`src/rtl/cpu_mem_arb_pkg.sv`:
```
// Shared types, requester indices and small helpers for the CPU data-memory arbiter.
package cpu_mem_arb_pkg;

  // Arbiter modes: free round-robin, or accelerator holding the memory for a burst.
  typedef enum logic {
    ARB  = 1'b0,
    LOCK = 1'b1
  } arb_state_t;

  // Requester indices, also the bit positions in every request/grant vector.
  localparam int REQ_CPU   = 0;
  localparam int REQ_EX    = 1;
  localparam int REQ_ACCEL = 2;
  localparam int NUM_REQ   = 3;

  // Priority pointer after serving index idx: the next index, wrapping after the last.
  function automatic logic [1:0] next_ptr(input logic [1:0] idx);
    return (idx == 2'(NUM_REQ - 1)) ? 2'd0 : idx + 2'd1;
  endfunction

  // Index of the set bit in a one-hot grant vector (0 when no bit is set).
  function automatic logic [1:0] onehot_idx(input logic [NUM_REQ-1:0] oh);
    logic [1:0] idx;
    idx = 2'd0;
    for (int k = 0; k < NUM_REQ; k++) begin
      if (oh[k]) idx = 2'(k);
    end
    return idx;
  endfunction

endpackage

```
`src/rtl/cpu_rr_pick.sv`:
```
// Combinational 3-way round-robin picker: the first requester found when scanning
// from i_ptr upwards (wrapping) gets the single one-hot grant.
module cpu_rr_pick
  import cpu_mem_arb_pkg::*;
(
  input  logic [NUM_REQ-1:0] i_req,
  input  logic [1:0]         i_ptr,
  output logic [NUM_REQ-1:0] o_gnt
);

  logic       w_found;
  logic [2:0] w_idx;

  // Scan ptr, ptr+1, ptr+2 (mod 3) and grant the first active request.
  always_comb begin
    o_gnt   = '0;
    w_found = 1'b0;
    w_idx   = 3'd0;
    for (int k = 0; k < NUM_REQ; k++) begin
      w_idx = 3'(i_ptr) + 3'(k);
      if (w_idx >= 3'(NUM_REQ)) w_idx = w_idx - 3'(NUM_REQ);
      if (!w_found && i_req[w_idx[1:0]]) begin
        o_gnt[w_idx[1:0]] = 1'b1;
        w_found           = 1'b1;
      end
    end
  end

endmodule

```
`src/rtl/cpu_mem_arb.sv`:
```
// Shares the single-ported CPU data memory between the CPU MEM stage, the host
// interface and the accelerator. One access per cycle, round-robin priority, an
// accelerator burst lock, a one-cycle read return path and the CPU stall.
module cpu_mem_arb
  import cpu_mem_arb_pkg::*;
#(
  parameter int ADDR_W   = 16,
  parameter int DATA_W   = 32,
  parameter int MAX_LOCK = 16
) (
  input  logic              clk,
  input  logic              rst_n,
  input  logic              cpu_req,
  input  logic              cpu_wr,
  input  logic [ADDR_W-1:0] cpu_addr,
  input  logic [DATA_W-1:0] cpu_wdata,
  input  logic              ex_req,
  input  logic              ex_wr,
  input  logic [ADDR_W-1:0] ex_addr,
  input  logic [DATA_W-1:0] ex_wdata,
  input  logic              accel_req,
  input  logic              accel_wr,
  input  logic [ADDR_W-1:0] accel_addr,
  input  logic [DATA_W-1:0] accel_wdata,
  input  logic              accel_lock,
  output logic              cpu_gnt,
  output logic              ex_gnt,
  output logic              accel_gnt,
  output logic              cpu_rvalid,
  output logic              ex_rvalid,
  output logic              accel_rvalid,
  output logic [DATA_W-1:0] rd_data,
  output logic              cpu_stall,
  output logic              mem_en,
  output logic              mem_wr,
  output logic [ADDR_W-1:0] mem_addr,
  output logic [DATA_W-1:0] mem_wdata,
  input  logic [DATA_W-1:0] mem_rdata
);

  // Wide enough to hold MAX_LOCK itself so the count saturates instead of wrapping.
  localparam int LCW = $clog2(MAX_LOCK + 1);

  arb_state_t         r_state;
  arb_state_t         w_state_next;
  logic [1:0]         r_ptr;
  logic [1:0]         w_ptr_next;
  logic [1:0]         w_pick_ptr;
  logic [LCW-1:0]     r_lock_cnt;
  logic [LCW-1:0]     w_lock_cnt_next;
  logic               w_lock_cont;
  logic [NUM_REQ-1:0] w_req;
  logic [NUM_REQ-1:0] w_pick_gnt;
  logic [NUM_REQ-1:0] w_gnt;
  logic [1:0]         w_gnt_idx;
  logic [NUM_REQ-1:0] w_wr_vec;
  logic [ADDR_W-1:0]  w_addr_arr  [NUM_REQ];
  logic [DATA_W-1:0]  w_wdata_arr [NUM_REQ];
  logic               w_mem_wr;
  logic [ADDR_W-1:0]  w_mem_addr;
  logic [DATA_W-1:0]  w_mem_wdata;
  logic               r_rd_vld;
  logic [1:0]         r_rd_idx;
  logic [NUM_REQ-1:0] w_rvalid;

  // Gather the per-requester buses into indexable vectors.
  assign w_req[REQ_CPU]          = cpu_req;
  assign w_req[REQ_EX]           = ex_req;
  assign w_req[REQ_ACCEL]        = accel_req;
  assign w_wr_vec[REQ_CPU]       = cpu_wr;
  assign w_wr_vec[REQ_EX]        = ex_wr;
  assign w_wr_vec[REQ_ACCEL]     = accel_wr;
  assign w_addr_arr[REQ_CPU]     = cpu_addr;
  assign w_addr_arr[REQ_EX]      = ex_addr;
  assign w_addr_arr[REQ_ACCEL]   = accel_addr;
  assign w_wdata_arr[REQ_CPU]    = cpu_wdata;
  assign w_wdata_arr[REQ_EX]     = ex_wdata;
  assign w_wdata_arr[REQ_ACCEL]  = accel_wdata;

  // The burst continues only while the accelerator still asks for it and has budget left.
  assign w_lock_cont = (r_state == LOCK) && accel_req && accel_lock &&
                       (r_lock_cnt < LCW'(MAX_LOCK));

  // Leaving a lock re-arbitrates from index 0 so the waiting CPU/host go first.
  assign w_pick_ptr = (r_state == LOCK) ? 2'd0 : r_ptr;

  cpu_rr_pick u_pick (
    .i_req (w_req),
    .i_ptr (w_pick_ptr),
    .o_gnt (w_pick_gnt)
  );

  // Next-state, pointer and lock-count update; grants are forced low while in reset.
  always_comb begin
    w_state_next    = r_state;
    w_ptr_next      = r_ptr;
    w_lock_cnt_next = r_lock_cnt;
    w_gnt           = '0;
    if (w_lock_cont) begin
      w_gnt[REQ_ACCEL] = 1'b1;
      w_lock_cnt_next  = r_lock_cnt + LCW'(1);
      w_ptr_next       = next_ptr(2'(REQ_ACCEL));
    end else begin
      // Normal arbitration, also used in the cycle a lock ends.
      w_gnt           = w_pick_gnt;
      w_state_next    = ARB;
      w_lock_cnt_next = '0;
      if (|w_pick_gnt) begin
        w_ptr_next = next_ptr(onehot_idx(w_pick_gnt));
      end
      if (w_pick_gnt[REQ_ACCEL] && accel_lock) begin
        w_state_next    = LOCK;
        w_lock_cnt_next = LCW'(1);
      end
    end
    if (!rst_n) begin
      w_gnt = '0;
    end
  end

  assign w_gnt_idx = onehot_idx(w_gnt);

  // Route the granted requester's command to the memory; idle cycles drive zeros.
  always_comb begin
    w_mem_wr    = 1'b0;
    w_mem_addr  = '0;
    w_mem_wdata = '0;
    for (int k = 0; k < NUM_REQ; k++) begin
      if (w_gnt[k]) begin
        w_mem_wr    = w_wr_vec[k];
        w_mem_addr  = w_addr_arr[k];
        w_mem_wdata = w_wdata_arr[k];
      end
    end
  end

  // State, priority pointer, lock count and read-owner registers.
  always_ff @(posedge clk) begin
    if (!rst_n) begin
      r_state    <= ARB;
      r_ptr      <= 2'd0;
      r_lock_cnt <= '0;
      r_rd_vld   <= 1'b0;
      r_rd_idx   <= 2'd0;
    end else begin
      r_state    <= w_state_next;
      r_ptr      <= w_ptr_next;
      r_lock_cnt <= w_lock_cnt_next;
      r_rd_vld   <= (|w_gnt) & ~w_mem_wr;
      r_rd_idx   <= w_gnt_idx;
    end
  end

  // One rvalid per requester; masked by reset so an in-flight read is dropped.
  genvar gi;
  generate
    for (gi = 0; gi < NUM_REQ; gi++) begin : g_rvalid
      assign w_rvalid[gi] = rst_n & r_rd_vld & (r_rd_idx == 2'(gi));
    end
  endgenerate

  assign cpu_gnt      = w_gnt[REQ_CPU];
  assign ex_gnt       = w_gnt[REQ_EX];
  assign accel_gnt    = w_gnt[REQ_ACCEL];
  assign cpu_rvalid   = w_rvalid[REQ_CPU];
  assign ex_rvalid    = w_rvalid[REQ_EX];
  assign accel_rvalid = w_rvalid[REQ_ACCEL];
  assign rd_data      = mem_rdata;
  assign cpu_stall    = cpu_req & ~w_gnt[REQ_CPU];
  assign mem_en       = |w_gnt;
  assign mem_wr       = w_mem_wr;
  assign mem_addr     = w_mem_addr;
  assign mem_wdata    = w_mem_wdata;

endmodule

```
`config.mk`:
```
export PLATFORM = sky130hd
export DESIGN_NAME = cpu_mem_arb
export DESIGN_NICKNAME = d
export VERILOG_FILES = /design/src/rtl/cpu_mem_arb_pkg.sv /design/src/rtl/cpu_rr_pick.sv /design/src/rtl/cpu_mem_arb.sv
export SDC_FILE = /design/constraint.sdc
export NUM_CORES = 1
export LEC_CHECK = 0
export BUFFER_PORTS_ARGS = -buffer_cell sky130_fd_sc_hd__buf_2
export CAP_MARGIN = 20
export CORE_AREA = 2 2 106 108
export CTS_CLUSTER_SIZE = 25
export DETAILED_ROUTE_END_ITERATION = 7
export DIE_AREA = 0 0 108 110
export GPL_TIMING_DRIVEN = 1
export PLACE_DENSITY = 0.59
export SYNTH_ARGS = -nofsm -noshare
export SYNTH_HDL_FRONTEND = slang
export SYNTH_SLANG_ARGS = --single-unit
export TNS_END_PERCENT = 5
```
`constraint.sdc`:
```
create_clock -name clk -period 4.2 [get_ports clk]
set_clock_uncertainty 0.1 [all_clocks]
set_input_delay 0.84 -clock clk [delete_from_list [all_inputs] [get_ports clk]]
set_output_delay 0.84 -clock clk [all_outputs]
set_load 0.05 [all_outputs]
```
==> results.md, run 1 <==
- Outcome: finished, final reports clean
- Die ar.: 0.0119 mm^2
- Post-synth net total: around 430
- Final hold vios: 0
- P per Cell Area: 896 mW/mm^2
- IO Port Bufs: about 210
- Static Leak: between 1.5 and 2 nW
- Post-Route WL: 9250 um
- Share of layout cells above drive strength 1: around 57%
- Hold Crit Class: flop to flop
- FILL cells: about 1100
- Slowest CP cell: dfxtp_1
- Largest net degree at the start of global routing: 50
- TritonCTS Buffers: 3
- Mapped Area: 0.00192 mm^2
- Synth async-reset ratio: 0%
- Final setup vio count: 0
- Die width: ~110 um
- CTS Sinks: 11
- Clock Tree Buf Depth: 2
- # H-tree levels: 1
- CTS tree: done
- CP required: ~3.3 ns
- Post-layout min period: 4.03 ns
- Core Region: approximately 0.011 mm^2
- Synth Warn #: 0
- Most frequent cells in the layout: buf_2, and2_0, a221o_1
- Num rows: 38
- Wirelength per Cell: 16.5 um
- DR iter-0 viols: just over 200
- Initial core utilization: between 10% and 20%
- Drt via density: between 4 and 5
- Crit path max fanout: 12
- Setup TNS Final: 0 ns
- Clk_lat worst skew: between 0.2 and 0.25 ns
- Global-route wire length before repair: just over 10000 um
- ANT nets after route: 0
- Antenna Cells: 0
- Crit path DAT: between 3 and 4 ns
- Global route overflow: 0
- Commonest non-fill, non-tap cell in the layout: buf_2
- I/O Pins: 274
- Vias in the first global route: roughly 2200
- Worst-Margin Slew: 0.400 ns
- Synthesized flop and latch total: 11
- Total GRT Usage: a little over a tenth
- CP peak stage delay: between 0.3 and 0.4 ns
- Mapped Cells: roughly 240
- CTS root buf: clkbuf_8
- Sequential area share after synthesis: around 11%
- Hold_ws: around 0.35 ns
- Nets: slightly above 600
- Maximum clock frequency: 248 MHz
- DR pass1 iterations: 4
- Critical setup path kind: flop to output port
- Syn-to-layout area delta: 69.1%
- CP startpoint kind: flop
- Avg Cell Area, Syn: 7.97 um^2
- Worst VDD drop: 440 uV
- Initial antenna violation count: 0
- Rel. slew slack: between 70% and 80%
- Number of synthesized flops with an enable pin: 0
- Ys flop type: dfxtp_1
- Crit end category: output port
- MaxCap Viol Count: 0
- Vias: about 2600
- Critical-path cell list: nand2b_4 -> ha_4 -> mux2_4 -> and3b_1 -> o31a_1 -> o21ai_4 -> inv_2 -> nor3_4 -> buf_12 -> clkbuf_16 -> a221o_1 -> clkbuf_4
- Netlist cell types: 45
- Clk slew on worst S/H paths: about 0.050 ns
- Die H: approximately 110 um
- GPL Wtd Cong: roughly 0.84
- Period utilization: roughly 96%
- Final HPWL DP: between 6000 and 7000 um
- Slew Limit Fails: 0
- # DRC: 0
state kept, by name (all words and copies together) (netlist names):
name	flops
r_lock_cnt	5
r_ptr	2
r_rd_idx	2
r_rd_vld	1
r_state	1
power by group:
group | total, mW | leakage [nW] | switching [mW] | internal [mW]
Clock | 0.106 | 0.0228 | 0.0394 | 0.0666
Sequential | 0.145 | 0.0897 | 0.0164 | 0.128
Combinational | 2.66 | 1.50 | 1.72 | 0.942
Total | 2.91 | 1.61 | 1.77 | 1.14
stage by stage:
| stage | cell area (um^2) | cells | setup WS (ns) | utilization [%] | power (mW) |
|---|---|---|---|---|---|
| after global placement | 2900 | 546 | 0.321 | 27.1 | 2.41 |
| final | 3250 | 560 | 0.166 | 30.4 | 2.91 |
| after detailed placement | 2900 | 546 | 0.220 | 27.1 | 2.44 |
| after floorplan | 1920 | 241 | 0.236 | - | 2.01 |
| after CTS | 2980 | 550 | 0.00000178 | 27.9 | 2.60 |
| after global routing | 3250 | 560 | -0.0126 | 30.4 | 3.05 |
synth_stat cells (2+ instances only):
| cell | n | area, um^2 |
|---|---|---|
| a221o_1 | 48 | 480 |
| and2_0 | 48 | 300 |
| buf_4 | 35 | 263 |
| dfxtp_1 | 11 | 220 |
| inv_1 | 8 | 30.0 |
| nand2b_1 | 7 | 43.8 |
| nor2_1 | 7 | 26.3 |
| clkbuf_1 | 6 | 22.5 |
| nand2_1 | 6 | 22.5 |
| buf_2 | 5 | 25.0 |
| ha_1 | 5 | 62.6 |
| nor2b_1 | 5 | 31.3 |
| and2_1 | 4 | 25.0 |
| nand3_1 | 4 | 20.0 |
| nand3b_1 | 3 | 22.5 |
| nor3_1 | 3 | 15.0 |
| nor3b_1 | 3 | 22.5 |
| a21oi_1 | 2 | 10.0 |
| buf_6 | 2 | 22.5 |
| nand4_1 | 2 | 12.5 |
| o21a_1 | 2 | 15.0 |
| o21bai_1 | 2 | 15.0 |
worst max-delay path: cells and delay by family, from the launching register on:
family | cells | cell delay [ns]
AOI/OAI and AO/OA | 3 | 0.62
adders and majority gates | 1 | 0.29
buffers and inverters | 4 | 0.65
DFF | 1 | 0.35
muxes | 1 | 0.31
and+or+nand+nor | 3 | 0.63
area by class of cell:
class,instances,area [um^2],area share [%]
Sequential cell,11,220,6.78
Clock buffer,4,45.0,1.39
Multi-Input combinational cell,173,1380,42.6
Inverter,9,33.8,1.04
Timing Repair Buffer,223,1390,42.8
Tap cell,140,175,5.39
what timing repair did:
item | in CTS | in global routing
hold buffers | 0 | 0
gates cloned | 0 | 6
setup buffers | 0 | 4
gates resized for setup | 15 | 39
pin swaps | 1 | 6
setup endpoints to repair | 48 | 49
per-layer routing:
| layer | track usage [%] | vias up | wire length (um) |
|---|---|---|---|
| li1 | - | 1231 | - |
| met1 | 12.7 | 1205 | 3620 |
| met2 | 20.4 | 141 | 4700 |
| met3 | 2.29 | 12 | 863 |
| met4 | 1.74 | 0 | 61 |
| met5 | 0 | - | 0 |
worst paths after layout:
check | depth (start not counted) | to | start | slack, ns
hold reg to reg | 2 | r_lock_cnt[4]$_SDFF_PN0_ | r_lock_cnt[3]$_SDFF_PN0_ | 0.35
hold / removal | 2 | r_lock_cnt[4]$_SDFF_PN0_ | r_lock_cnt[3]$_SDFF_PN0_ | 0.35
setup / recovery | 12 | mem_wdata[5] | r_state$_SDFFE_PN0N_ | 0.17
setup reg to reg | 9 | r_rd_vld$_SDFF_PN0_ | r_state$_SDFFE_PN0N_ | 1.53
cells by family after synthesis:
group	Yosys count	synth area share [%]
adder cells (fa/ha/maj)	5	3.26
flip-flops	11	11.5
buffers and inverters	57	19.1
XOR/XNOR	2	0.912
AND/OR/NAND/NOR	98	31.6
multiplexers	3	1.89
AO/OA/AOI/OAI	65	31.8
(Power assumes the default switching activity.)
==> inputs of run 2 (changes only) <==
GPL_TIMING_DRIVEN = 0   (was 1)
==> results.md, run 2 (synthesis gave the netlist of run 1 again) <==
- Maximum clock frequency: 243 MHz (-1.9%)
- Unrepaired setup endpoints after global routing: true
- Hold Path Depth: 2 (unchanged)
- Largest regs: r_lock_cnt x5, r_ptr x2, r_rd_idx x2
- Worst Path Buf+Inv: 5 (+1)
- Hold Crit Class: flop to flop
- Clock Tree Buf Depth: 2 (unchanged)
- Max reg flops: 5 (unchanged)
- Worst-Margin Slew: 0.403 ns (+0.00248 ns)
- Worst VDD drop: 402 uV (-8.6%)
- Total GRT Usage: 13.2% (+2.4 points)
- Post-Route WL: 9510 um (+2.8%)
- Post-layout min period: 4.11 ns (+0.0797 ns)
- Setup ws final: 0.0862 ns (-0.0797 ns)
- CTS Hold Bufs: 0 (unchanged)
- Core Region: 0.0107 mm^2 (unchanged)
- Reg2reg path depth: 14 (+5)
- # DRC: 0 (unchanged)
- IO Port Bufs: 241 (+15%)
- Antenna Cells: 0 (unchanged)
- Crit path DAT: 3.17 ns (+0.08 ns)
- MaxCap Viol Count: 0 (unchanged)
- Die ar.: 0.0119 mm^2 (unchanged)
- Final setup vio count: 0 (unchanged)
- DR pass1 iterations: 4 (unchanged)
- Vias in the first global route: 2705 (+22%)
- Share of layout cells above drive strength 1: 63.0% (+6.3 points)
- Nets: 691 (+13%)
- Static Leak: 1.95 nW (+21%)
- Commonest non-fill, non-tap cell in the layout: buf_2
- Global-route wire length before repair: 12500 um (+21%)
- Critical R2R Capture: r_rd_vld$_SDFF_PN0_
- Hold_ws: 0.374 ns (+0.0195 ns)
- Period utilization: 97.9% (+1.9 points)
- Drt via density: 4.58 (-1.0%)
- Pre-CTS setup slack: -0.186 ns (-0.407 ns)
- Final cell count without fillers: 640 (+14%)
- R2R setup slack: 1.39 ns (-0.14 ns)
- Reg2reg start: r_state$_SDFFE_PN0N_
- Dpl cells: 622 (+14%)
- Crit path max-delay family: buffers and inverters
- Initial antenna violation count: 0 (unchanged)
- TritonCTS Buffers: 3 (unchanged)
- CP startpoint: r_state$_SDFFE_PN0N_
- Outcome: finished, final reports clean
- Largest register by flop count: r_lock_cnt
- Vias: 2928 (+13%)
- I/O Pins: 274 (unchanged)
- Critical-path cell list: nand2b_4 -> ha_4 -> buf_6 -> mux2_4 -> and3b_1 -> o31a_1 -> o21ai_2 -> inv_4 -> nor3_4 -> buf_6 -> buf_8 -> a221o_1 -> buf_6
- Slowest CP cell: dfxtp_4
- # H-tree levels: 1 (unchanged)
- DR iter-0 viols: 147 (-28%)
- Most frequent cells in the layout: buf_2, buf_4, and2_0, a221o_1, buf_6
- CTS Sinks: 11 (unchanged)
- Crit end category: output port
- Crit path max fanout: 10 (-2)
- Post-DP Area: 0.00330 mm^2 (+14%)
- Num rows: 38 (unchanged)
- Rel. slew slack: 73.2% (+0.17 points)
- GPL Wtd Cong: 0.802 (-4.3%)
- CP startpoint kind: flop
- CP peak stage delay: 0.35 ns (about the same)
- Critical setup path kind: flop to output port
- Initial core utilization: 18.0% (unchanged)
- Cell mode on critical path: buf_6
- Wirelength per Cell: 14.9 um (-10%)
- Slew Limit Fails: 0 (unchanged)
- Die H: 110 um (unchanged)
- CTS tree: done
- Largest net degree at the start of global routing: 11 (-78%)
- Final hold vios: 0 (unchanged)
- ANT nets after route: 0 (unchanged)
- Syn-to-layout area delta: 93.4%
- Design area: 0.00371 mm^2 (+14%)
- Hold endpoint: r_lock_cnt[4]$_SDFF_PN0_
- CP required: 3.26 ns (about the same)
- Clk_lat worst skew: 0.23 ns (about the same)
- CTS root buf: clkbuf_8
- Clk slew on worst S/H paths: 0.05 ns (about the same)
- Final HPWL DP: 7810 um (+24%)
- Die width: 108 um (unchanged)
- P per Cell Area: 814 mW/mm^2 (-9.1%)
- Hold_sp: r_lock_cnt[3]$_SDFF_PN0_
- Global route overflow: 0 (unchanged)
==> run 2: changes by cell type in the layout (fill, tap and decap cells not counted), moves of 2 or more <==
cell and change:
clkbuf_16 -2, clkbuf_4 -14, buf_6 +18, buf_4 +36, clkbuf_1 +4, buf_8 +2
dfxtp_1 -2, buf_12 -5, buf_2 +41
==> run 2: stage by stage <==
step	util, %	power [mW]	setup TNS, ns
6_report	34.7	3.02	0
5_1_grt	34.7	3.18	-0.582
4_1_cts	32.9	2.82	-0.0164
3_5_place_dp	30.9	2.53	-1.95
3_3_place_gp	30.9	2.51	-0.646
2_1_floorplan	-	2.01	0
==> run 2: layout make-up <==
cell class | instances | area (um^2)
Buffer | 48 | 377
Multi-Input combinational cell | 173 | 1370
Sequential cell | 11 | 225
Fill cell | 1148 | 6980
Inverter | 9 | 36.3
Tap cell | 140 | 175
Clock buffer | 4 | 45.0
Timing Repair Buffer | 255 | 1480
==> run 2: metal layers <==
metal / vias up / wire [um] / share of wire, % / track usage (%)
met4: 0 / 49 / 0.52 / 1.83
met3: 6 / 893 / 9.4 / 2.82
li1: 1391 / - / - / -
met2: 165 / 5040 / 53 / 25.6
met5: - / 0 / 0 / 0
met1: 1366 / 3520 / 37 / 15.2
==> run 2: worst max-delay path by stage <==
stage                     to  slack [ns]  depth (start not counted)
3_3_place_gp    mem_wdata[7]       -0.11                         12
6_report        mem_addr[14]        0.09                         13
3_5_place_dp    mem_wdata[7]       -0.19                         12
4_1_cts        mem_wdata[14]      -0.006                         12
5_1_grt         mem_addr[14]       -0.05                         13
2_1_floorplan   mem_addr[10]        0.24                         11
==> run 2: worst min-delay path: stages (launching register included) <==
cell and delay [ns]:
dfxtp_1 0.32, nand3_1 0.07, nor2_1 0.04
==> run 2: what timing repair did <==
item                       in CTS  in global routing
pin swaps                       4                 11
resized for setup              38                 46
setup buffers                   8                  4
cloned                          1                  1
setup endpoints to repair      48                 49
==> run 2: power breakdown <==
part           switching (mW)  total (mW)  internal [mW]
logic                    1.78        2.78          0.996
clock network          0.0363       0.103         0.0663
registers              0.0158       0.145          0.129
total                    1.83        3.02           1.19
==> inputs of run 3 (changes only) <==
MAX_ROUTING_LAYER = met4   (was default)
PLACE_DENSITY = 0.55   (was 0.59)
==> results.md, run 3 (synthesis gave the netlist of run 1 again) <==
- Clock Tree Buf Depth: 2 (unchanged)
- Dpl cells: 622 (unchanged)
- P per Cell Area: 810 mW/mm^2 (-0.55%)
- Critical setup path kind: flop to output port
- Die width: 108 um (unchanged)
- Worst VDD drop: 419 uV (+4.1%)
- Period utilization: 97.3% (-0.60 points)
- Design area: 0.00363 mm^2 (-2.3%)
- I/O Pins: 274 (unchanged)
- Die ar.: 0.0119 mm^2 (unchanged)
- Clk_lat worst skew: 0.24 ns (about the same)
- CP required: 3.26 ns (about the same)
- Unrepaired setup endpoints after global routing: true
- Post-Route WL: 9360 um (-1.5%)
- DR iter-0 viols: 156 (+6.1%)
- Share of layout cells above drive strength 1: 62.4% (-0.60 points)
- CP startpoint kind: flop
- Slew Limit Fails: 0 (unchanged)
- TritonCTS Buffers: 3 (unchanged)
- Worst-Margin Slew: 0.411 ns (+0.00865 ns)
- # DRC: 0 (unchanged)
- DR pass1 iterations: 4 (unchanged)
- Syn-to-layout area delta: 89.0%
- Total GRT Usage: 13.5% (+0.27 points)
- Final hold vios: 0 (unchanged)
- CTS root buf: clkbuf_8
- Hold Crit Class: flop to flop
- Rel. slew slack: 72.2% (-0.92 points)
- Final setup vio count: 0 (unchanged)
- ANT nets after route: 0 (unchanged)
- CTS Sinks: 11 (unchanged)
- Most frequent cells in the layout: buf_2, and2_0, a221o_1
- Largest regs: r_lock_cnt x5, r_ptr x2, r_rd_idx x2
- Crit path max fanout: 10 (unchanged)
- Nets: 683 (-1.2%)
- Final HPWL DP: 7900 um (+1.1%)
- IO Port Bufs: 241 (unchanged)
- CTS tree: done
- Num rows: 38 (unchanged)
- Die H: 110 um (unchanged)
- Post-layout min period: 4.09 ns (-0.0254 ns)
- Largest net degree at the start of global routing: 11 (unchanged)
- Clk slew on worst S/H paths: 0.05 ns (about the same)
- Core Region: 0.0107 mm^2 (unchanged)
- GPL Wtd Cong: 0.772 (-3.8%)
- Initial antenna violation count: 0 (unchanged)
- Outcome: finished, final reports clean
- Crit end category: output port
- Global route overflow: 0 (unchanged)
- Drt via density: 4.47 (-2.3%)
- Final cell count without fillers: 632 (-1.3%)
- Static Leak: 1.91 nW (-2.3%)
- Wirelength per Cell: 14.8 um (-0.25%)
- # H-tree levels: 1 (unchanged)
- Initial core utilization: 18.0% (unchanged)
- R2R setup slack: 1.42 ns (+0.03 ns)
- Max reg flops: 5 (unchanged)
- FILL cells: 1134 (-1.2%)
- MaxCap Viol Count: 0 (unchanged)
- Post-DP Area: 0.00330 mm^2 (unchanged)
- Largest register by flop count: r_lock_cnt
- Vias in the first global route: 2625 (-3.0%)
- Vias: 2825 (-3.5%)
- Global-route wire length before repair: 12400 um (-0.99%)
- Antenna Cells: 0 (unchanged)
- Commonest non-fill, non-tap cell in the layout: buf_2
- Setup TNS Final: 0 ns (unchanged)
- Crit path DAT: 3.15 ns (-0.02 ns)
- Maximum clock frequency: 245 MHz (+0.62%)
run 3: worst max-delay path, stage by stage, from the launching register on:
cell      delay (ns)
dfxtp_2         0.34
nand2b_4        0.15
ha_1            0.27
buf_4           0.17
mux2_4          0.31
and3b_1         0.16
o31a_1          0.28
o21ai_4         0.18
inv_4           0.10
nor3_4          0.25
buf_6           0.17
buf_4           0.17
a221o_1         0.18
buf_6           0.16
run 3: worst paths after layout:
path                                  from                  endpoint  depth (start not counted)
setup / recovery      r_state$_SDFFE_PN0N_               mem_addr[9]                         13
hold / removal    r_lock_cnt[3]$_SDFF_PN0_  r_lock_cnt[4]$_SDFF_PN0_                          2
setup reg to reg      r_state$_SDFFE_PN0N_  r_lock_cnt[0]$_SDFF_PN0_                         11
hold reg to reg   r_lock_cnt[3]$_SDFF_PN0_  r_lock_cnt[4]$_SDFF_PN0_                          2
run 3: metal layers:
layer / up-vias / part of all wire, % / track usage [%]
li1: 1375 / - / -
met1: 1299 / 39 / 16.2
met2: 151 / 53 / 24.6
met3: 0 / 7.9 / 2.35
met4: 0 / 0 / 1.10
met5: - / 0 / -
run 3: metrics by stage:
step | hold WS, ns | setup WS [ns] | total power [mW] | utilization, %
finish | 0.359 | 0.112 | 2.94 | 33.9
global route | 0.396 | -0.0383 | 3.09 | 33.9
CTS | 0.363 | 0.0123 | 2.75 | 32.2
detailed placement | 0.355 | -0.181 | 2.53 | 30.9
global placement | 0.346 | -0.103 | 2.51 | 30.9
floorplan | 0.334 | 0.236 | 2.01 | -
run 3: what timing repair did:
| action | in CTS | in global routing |
|---|---|---|
| hold buffers | 0 | 0 |
| resized for setup | 30 | 51 |
| cloned | 0 | 1 |
| setup buffers | 1 | 4 |
| endpoints found under the setup margin | 48 | 48 |
| pin swaps | 2 | 2 |
run 3: area by class of cell:
type                       instances  area [um^2]  area share (%)
buffer                            48          363            10.0
clock buffer                       3         41.3            1.14
clock inverter                     1         5.00           0.138
inverter                           9         36.3            1.00
multi-input combinational        173         1370            37.7
sequential                        11          221            6.10
tap                              140          175            4.83
timing repair buffer             247         1420            39.1
run 3: power breakdown:
part           internal, mW  switching (mW)
registers             0.128          0.0160
logic                 0.933            1.75
clock network        0.0654          0.0424
total                  1.13            1.81
